`config.mk`:
```
export PLATFORM = sky130hd
export DESIGN_NAME = sysarr_output_collector
export DESIGN_NICKNAME = d
export VERILOG_FILES = /design/src/rtl/sysarr_output_collector.sv
export SDC_FILE = /design/constraint.sdc
export NUM_CORES = 1
export LEC_CHECK = 0
export BUFFER_PORTS_ARGS = -buffer_cell sky130_fd_sc_hd__buf_2
export CORE_ASPECT_RATIO = 0.7
export CORE_MARGIN = 2
export CORE_UTILIZATION = 60
export CTS_CLUSTER_SIZE = 25
export DETAILED_ROUTE_END_ITERATION = 6
export GPL_TIMING_DRIVEN = 0
export PLACE_DENSITY = 0.86
export SYNTH_ARGS = -nofsm -noshare
export SYNTH_HDL_FRONTEND = slang
export SYNTH_SLANG_ARGS = --single-unit
```
`constraint.sdc`:
```
create_clock -name clk -period 17.3 [get_ports clk]
set_clock_uncertainty 0.05 [all_clocks]
set_input_delay 3.46 -clock clk [delete_from_list [all_inputs] [get_ports clk]]
set_output_delay 3.46 -clock clk [all_outputs]
set_load 0.01 [all_outputs]
```
`src/rtl/sysarr_output_collector.sv`:
```
// -----------------------------------------------------------------------------
// sysarr_output_collector
//
// Collects the N output rows of one systolic-array result tile into a
// ping-pong pair of tile banks (rows may arrive in any order), then writes
// each completed tile back as N row beats over a valid/ready handshake.
// While one bank fills, the other may drain.
//
// Ports:
//   clk            clock
//   RST            synchronous active-high reset
//   out_en         array output row valid this cycle
//   row_out        row index of array_output
//   array_output   row data, element 0 in the MSBs
//   tile_base_addr writeback base address of the tile being filled
//   wr_valid       writeback beat valid
//   wr_ready       memory accepts the beat
//   wr_addr        beat address (0 when wr_valid is low)
//   wr_data        beat data    (0 when wr_valid is low)
//   wr_last        final beat (row N-1) of a tile
//   collector_full stall request: the fill bank cannot accept a row
//   tile_done      one-cycle pulse after the last beat of a tile handshakes
//   dup_err        sticky: a row index was written twice into one fill
//   ovf_err        sticky: a row was dropped
//   busy           any bank not EMPTY
// -----------------------------------------------------------------------------
module sysarr_output_collector #(
  parameter int N          = 4,
  parameter int DW         = 16,
  parameter int AW         = 16,
  parameter int ROW_STRIDE = 1,
  localparam int RW        = (N > 1) ? $clog2(N) : 1
) (
  input  logic            clk,
  input  logic            RST,
  input  logic            out_en,
  input  logic [RW-1:0]   row_out,
  input  logic [N*DW-1:0] array_output,
  input  logic [AW-1:0]   tile_base_addr,
  output logic            wr_valid,
  input  logic            wr_ready,
  output logic [AW-1:0]   wr_addr,
  output logic [N*DW-1:0] wr_data,
  output logic            wr_last,
  output logic            collector_full,
  output logic            tile_done,
  output logic            dup_err,
  output logic            ovf_err,
  output logic            busy
);

  typedef enum logic [1:0] {
    B_EMPTY,
    B_FILLING,
    B_READY,
    B_DRAINING
  } bank_state_e;

  typedef enum logic {
    D_IDLE,
    D_DRAIN
  } drain_state_e;

  // Per-bank bookkeeping
  bank_state_e     bank_state [2];
  logic [N-1:0]    bank_map   [2];
  logic [AW-1:0]   bank_base  [2];
  logic [N*DW-1:0] bank_mem   [2][N];

  logic            fill_bank;
  logic            drain_bank;
  drain_state_e    drain_state;
  logic [RW-1:0]   k;
  logic            tile_done_q;
  logic            dup_q;
  logic            ovf_q;

  // Fill-side decode
  logic            row_ok;
  logic            fill_open;
  logic            fill_accept;
  logic            fill_drop;
  logic [N-1:0]    row_onehot;
  logic [N-1:0]    prev_map;
  logic [N-1:0]    new_map;
  logic            fill_dup;
  logic            fill_complete;

  // Drain-side decode
  logic            drain_start;
  logic            beat_last;

  // Only reachable when N is not a power of two.
  assign row_ok    = int'(row_out) < N;
  assign fill_open = (bank_state[fill_bank] == B_EMPTY) ||
                     (bank_state[fill_bank] == B_FILLING);

  assign fill_accept = out_en && fill_open && row_ok;
  assign fill_drop   = out_en && !fill_accept;

  // NOTE: every signal assigned in always_comb gets a default first so no
  // path leaves it unassigned and a latch cannot be inferred.
  always_comb begin
    row_onehot = '0;
    row_onehot[row_out] = 1'b1;
  end

  // A bank that is EMPTY holds a stale bitmap from its previous tile.
  assign prev_map      = (bank_state[fill_bank] == B_EMPTY) ? '0 : bank_map[fill_bank];
  assign new_map       = prev_map | row_onehot;
  assign fill_dup      = fill_accept && |(prev_map & row_onehot);
  assign fill_complete = fill_accept && &new_map;

  // Start draining either a bank already READY, or the bank completing at
  // this very edge so the first beat appears one cycle after the last row.
  assign drain_start = (drain_state == D_IDLE) &&
                       ((bank_state[drain_bank] == B_READY) ||
                        (fill_complete && (fill_bank == drain_bank)));

  assign beat_last = (k == RW'(N - 1));

  // NOTE: sequential state is updated with non-blocking assignments only, so
  // every register samples the pre-edge value of every other register.
  always_ff @(posedge clk) begin
    if (RST) begin
      for (int b = 0; b < 2; b++) begin
        bank_state[b] <= B_EMPTY;
        bank_map[b]   <= '0;
        bank_base[b]  <= '0;
      end
      fill_bank   <= 1'b0;
      drain_bank  <= 1'b0;
      drain_state <= D_IDLE;
      k           <= '0;
      tile_done_q <= 1'b0;
      dup_q       <= 1'b0;
      ovf_q       <= 1'b0;
    end else begin
      // Fill side
      if (fill_accept) begin
        bank_map[fill_bank] <= new_map;
        if (bank_state[fill_bank] == B_EMPTY) begin
          bank_base[fill_bank]  <= tile_base_addr;
          bank_state[fill_bank] <= B_FILLING;
        end
        if (fill_complete) begin
          bank_state[fill_bank] <= B_READY;
          fill_bank             <= ~fill_bank;
        end
      end
      dup_q <= dup_q | fill_dup;
      ovf_q <= ovf_q | fill_drop;

      // Drain side; placed after the fill updates so that a bank completing
      // and starting to drain at the same edge ends up DRAINING.
      tile_done_q <= 1'b0;
      case (drain_state)
        D_IDLE: begin
          if (drain_start) begin
            bank_state[drain_bank] <= B_DRAINING;
            k                      <= '0;
            drain_state            <= D_DRAIN;
          end
        end
        D_DRAIN: begin
          if (wr_ready) begin
            if (beat_last) begin
              bank_state[drain_bank] <= B_EMPTY;
              drain_bank             <= ~drain_bank;
              tile_done_q            <= 1'b1;
              k                      <= '0;
              drain_state            <= D_IDLE;
            end else begin
              k <= k + 1'b1;
            end
          end
        end
        default: drain_state <= D_IDLE;
      endcase
    end
  end

  // NOTE: the tile storage has no reset; every row is written before it can
  // be read, and the bitmap/state registers carry all the validity.
  always_ff @(posedge clk) begin
    if (!RST && fill_accept) begin
      bank_mem[fill_bank][row_out] <= array_output;
    end
  end

  // Outputs
  assign wr_valid       = (drain_state == D_DRAIN);
  assign wr_addr        = wr_valid ? (bank_base[drain_bank] + AW'(k) * AW'(ROW_STRIDE)) : '0;
  assign wr_data        = wr_valid ? bank_mem[drain_bank][k] : '0;
  assign wr_last        = wr_valid && beat_last;
  assign collector_full = (bank_state[fill_bank] == B_READY) ||
                          (bank_state[fill_bank] == B_DRAINING);
  assign tile_done      = tile_done_q;
  assign dup_err        = dup_q;
  assign ovf_err        = ovf_q;
  assign busy           = (bank_state[0] != B_EMPTY) || (bank_state[1] != B_EMPTY);

endmodule

```
; ---- Yosys cells after proc, flatten, opt, wreduce, memory -nomap -nowiden
; Memory sizes are Yosys's and may differ from the RTL's. A register that Yosys moved wholly into a read port is not among the register bits.
; Cells that the tools add are included.
[totals]
regBits = 8
ramBits = 556
inputBits = 86
output_inout_bits = 87
word_cells = 130
memories = 4
[memory_table]
columns = name, depth, word_bits, read_ports, rd_clocked_by_memory_dff, write_ports, line
row1 = bank_mem, 2, 256, 1, 1, 1, 68  ; logic [N*DW-1:0] bank_mem [2][N];
row2 = bank_base, 2, 16, 1, 1, 2, 67  ; logic [AW-1:0] bank_base [2];
row3 = bank_map, 2, 4, 1, 1, 2, 66  ; logic [N-1:0] bank_map [2];
row4 = bank_state, 2, 2, 4, 2, 2, 65  ; bank_state_e bank_state [2];
[op_classes]
add_sub_neg = 2
order_cmp = 5
eq_ne = 8
muxes = 65
n_bitwise = 11
reduce_logical = 28
[ops]
columns = operator, count
row1 = $mux 256, 1
row2 = $mux 64, 4
row3 = $bmux 64 s2, 1
row4 = $demux 64 s2, 1
row5 = $mux 1, 44
row6 = $mux 16, 2
row7 = $add 16x2->16, 1
row8 = $reduce_or 16->1, 1
row9 = $mux 2, 7
row10 = $logic_and 1x1->1, 10
row11 = $eq 2x2->1 const B, 4
row12 = $mux 4, 2
row13 = $reduce_or 4->1, 2
row14 = $ge 3x3->1 const B, 2
row15 = $not 2->3, 2
row16 = $and 4x4->4, 1
row17 = $logic_or 1x1->1, 4
row18 = $ne 2x2->1 const B, 2
row19 = $or 1x1->1, 4
row20 = $or 4x4->4, 1
row21 = $pmux 2 s2, 1
row22 = $reduce_and 2->1, 2
row23 = $reduce_and 4->1, 1
row24 = $reduce_bool 2->1, 2
row25 = 13 further kinds, 17

; ---- Logic depth before layout (Yosys ltp)
[depth]
depth_word = 17
depth_mapped = 11
mapped_depth_nobuf = 8

; ---- Worst setup path after synthesis
; OpenSTA, ideal clock, no wires.
[synth_path]
kind = in2reg
startpoint = input port RST
endpoint = memory bank_mem[0][192] (netlist name) (enable)
setup_time_ns = 0.565
arrival_ns = 8.494
t_required_ns = 16.685
setup_slack_ns = 8.191
stages = 4
n_path_buf = 1
path_cell_list = clkbuf_1 nor2b_1 nand3_4 nor3_1
[synth_between]
elab_chain_len = 4
[synth_lines]
columns = item, line
row1 = start: declaration, 35  ; input logic RST,
row2 = $logic_not 1->1, 186  ; if (!RST && fill_accept) begin
row3 = $logic_and 1x1->1, 186
row4 = $mux 1, 186
row5 = $mux 256 (implied by the code), 187  ; bank_mem[fill_bank][row_out] <= array_output;
row6 = end: declaration, 68
; No other way between the ends.

==> results.json <==
{
  "overflow": 0,
  "hold_path.class": "flip-flop to flip-flop",
  "grt_antenna_before_repair": 11,
  "yosys-top-cells-area": "edfxtp_1, mux4_2, mux2i_1",
  "place_congestion": 0.847,
  "first_pass_iters": 7,
  "critPathArrivalTime_ns": 3.89,
  "synthFlopType": "edfxtp_1",
  "setup_tns_ns": 0,
  "outcome": "complete, no violations",
  "yosysWarningCount": 0,
  "wirelength_mm": 50.0,
  "io_buffers": 169,
  "start_util_pct": 60.7,
  "setup_viol": 0,
  "hpwl_mm": 31.5,
  "coreArea_um2": 37000,
  "viasPerCell": 6.26,
  "die-area_um2": 39000,
  "ir_drop_uv": 77.8,
  "grt_pass1_vias": 12300,
  "finalNonFillerCells": 1882,
  "grt_first_pass_wirelength_mm": 75.2,
  "synth_edf_count": 556,
  "reg2reg_slack_ns": 13.91,
  "cp_common_cell": "buf_2",
  "drv_slew": 0,
  "crit_family": "buffers and inverters",
  "layout.cells.most_common": "edfxtp_1",
  "hold_path_startpoint": "ovf_err$_SDFF_PP0_",
  "min_period_ns": 7.40,
  "fmax_mhz": 135,
  "dp_cells": 1781,
  "worst_ep_required_time_ns": 13.79,
  "max_stage_delay_ns": 0.53,
  "drive_gt1_share_pct": 32.5,
  "final_cell_mix": "edfxtp_1, buf_2, mux4_2",
  "grt_start_max_net_pins": 28,
  "cts_max_level": 2,
  "path_depth": 11,
  "cp-start-kind": "flip-flop",
  "crit_chain": "buf_4 > buf_2 > buf_2 > mux2_2 > ha_1 > a21oi_1 > nor2_1 > nand4_1 > xnor2_1 > nor2_1 > buf_2",
  "cts_resized": 0,
  "powerDensity_nw_per_um2": 109,
  "die_w_um": 235,
  "cts.clk_slew.worst_paths_ns": 0.07,
  "leakage_nw": 8.51,
  "path_class": "flip-flop to primary output",
  "hold_violations": 0,
  "synth.largest_area_cell": "edfxtp_1",
  "fin_crit_sh_pct": 42.8,
  "synth_cells": 1099,
  "wl_per_cell_um": 26.6,
  "syn_nets": 1189,
  "final-seq-area_um2": 16900,
  "clock_sinks": 566,
  "worst_pin_slew_ns": 1.01,
  "grt.total_usage_pct": 25.9,
  "clk_latency_ns": 0.56,
  "synthArstFlopShare_pct": 0,
  "cts_buffer_depth": 3,
  "io_pins": 173,
  "multiInputGateArea_um2": 5330,
  "cts_buffers": 50,
  "netlist_area_um2": 22500,
  "endpoint_kind": "primary output",
  "cts_setup_buffers": 0,
  "area_growth_pct": 15.9,
  "seq_area_frac_synth_pct": 75.3,
  "hold_depth": 2,
  "cp_slowest_cell": "nor2_1",
  "tritoncts": "built",
  "drt_iter0_markers": 1540,
  "synth_seq_cells": 566,
  "ff2ff_path_depth": 8,
  "synthDistinctLibCells": 61,
  "netlist.area_leader.share_pct": 74.4,
  "cts_root_buf": "clkbuf_16",
  "crit_buf_inv": 4,
  "synth_area_per_cell_um2": 20.4,
  "drc": 0,
  "cap_violations": 0,
  "path_max_fanout": 10,
  "n_fill_cell": 2137,
  "via_count": 11800,
  "ant_nets": 0,
  "rsz0062_at_grt": "no",
  "rows": 59,
  "fp.dieH_um": 166,
  "nets": 1435,
  "slew_headroom_pct": 32.8,
  "postCtsHoldBufs": 0
}
==> layer usage <==
metal,vias to the layer above,share of wire (%),track usage [%]
met4,2,2.6,7.48
met2,653,49,42.4
met3,92,9.1,4.92
met1,6080,39,36.5
met5,-,0.026,0
li1,4962,-,-
==> sequential cells by signal (all words and copies together) (netlist names), named ones only <==
signal / count
tile_done: 1
bank_state: 4
dup_err: 1
fill_bank: 1
k: 2
drain_bank: 1
bank_mem: 512
bank_base: 32
bank_map: 8
ovf_err: 1
wr_valid: 1
==> final cells by class <==
| cell class | instances | area share, % |
|---|---|---|
| clock inverters | 34 | 1.34 |
| well taps | 488 | 2.35 |
| repair buffers | 194 | 4.74 |
| inverters | 9 | 0.130 |
| multi-input cells | 468 | 20.5 |
| diodes | 11 | 0.106 |
| plain buffers | 56 | 0.938 |
| flip-flops and latches | 566 | 64.9 |
| clock buffers | 56 | 4.98 |
==> cells by family after synthesis <==
group	share of synthesized area [%]
adders and majority gates	0.256
buffers and inverters	1.24
AOI/OAI and AO/OA	1.38
DFF	75.3
xor gates and xnor gates	0.585
muxes	17.0
and+or+nand+nor	4.31
==> final timing paths <==
kind / end
hold reg to reg: ovf_err$_SDFF_PP0_
setup / recovery: wr_addr[15]
hold / removal: ovf_err$_SDFF_PP0_
setup reg to reg: bank_mem[1][238]$_DFFE_PP_
==> where the power goes <==
| part | switching [mW] | leakage, nW | internal [mW] |
|---|---|---|---|
| Sequential | 0.00814 | 5.16 | 1.53 |
| Clock | 0.477 | 0.805 | 0.643 |
| Combinational | 0.108 | 2.55 | 0.0632 |
==> worst reg2reg max path: cells and delay by family (launching register included) <==
family,cells,cell delay [ns]
buffers and inverters,5,1.14
muxes,1,0.39
DFF,1,0.44
and+or+nand+nor,2,1.05
==> Yosys cell counts, drive strengths merged (3+ instances only) <==
cell type  instances
mux4             130
a21oi              8
a2111oi            3
nand2             14
a211oi             5
ha                 3
edfxtp           556
buf               27
xnor2             12
dfxtp             10
nand3b             4
mux2i             77
xor2               3
inv                8
nor2b              3
nor2             109
mux2               9
nand2b             4
clkbuf            29
nor3               7
nand4              3
nand3             10
and2              35
==> per-stage QoR <==
stage	util (%)	area, µm²	power (mW)	hold WS, ns	worst slack, ns
6_report	70.4	26000	2.83	0.437	9.90
5_1_grt	70.3	26000	2.90	0.451	9.82
4_1_cts	70.3	26000	2.83	0.432	9.99
3_5_place_dp	65.8	24300	1.73	0.415	10.59
3_3_place_gp	64.6	23900	1.72	0.400	4.13
2_1_floorplan	-	22500	1.65	0.452	8.19
Power figures use the tool's default switching activity.
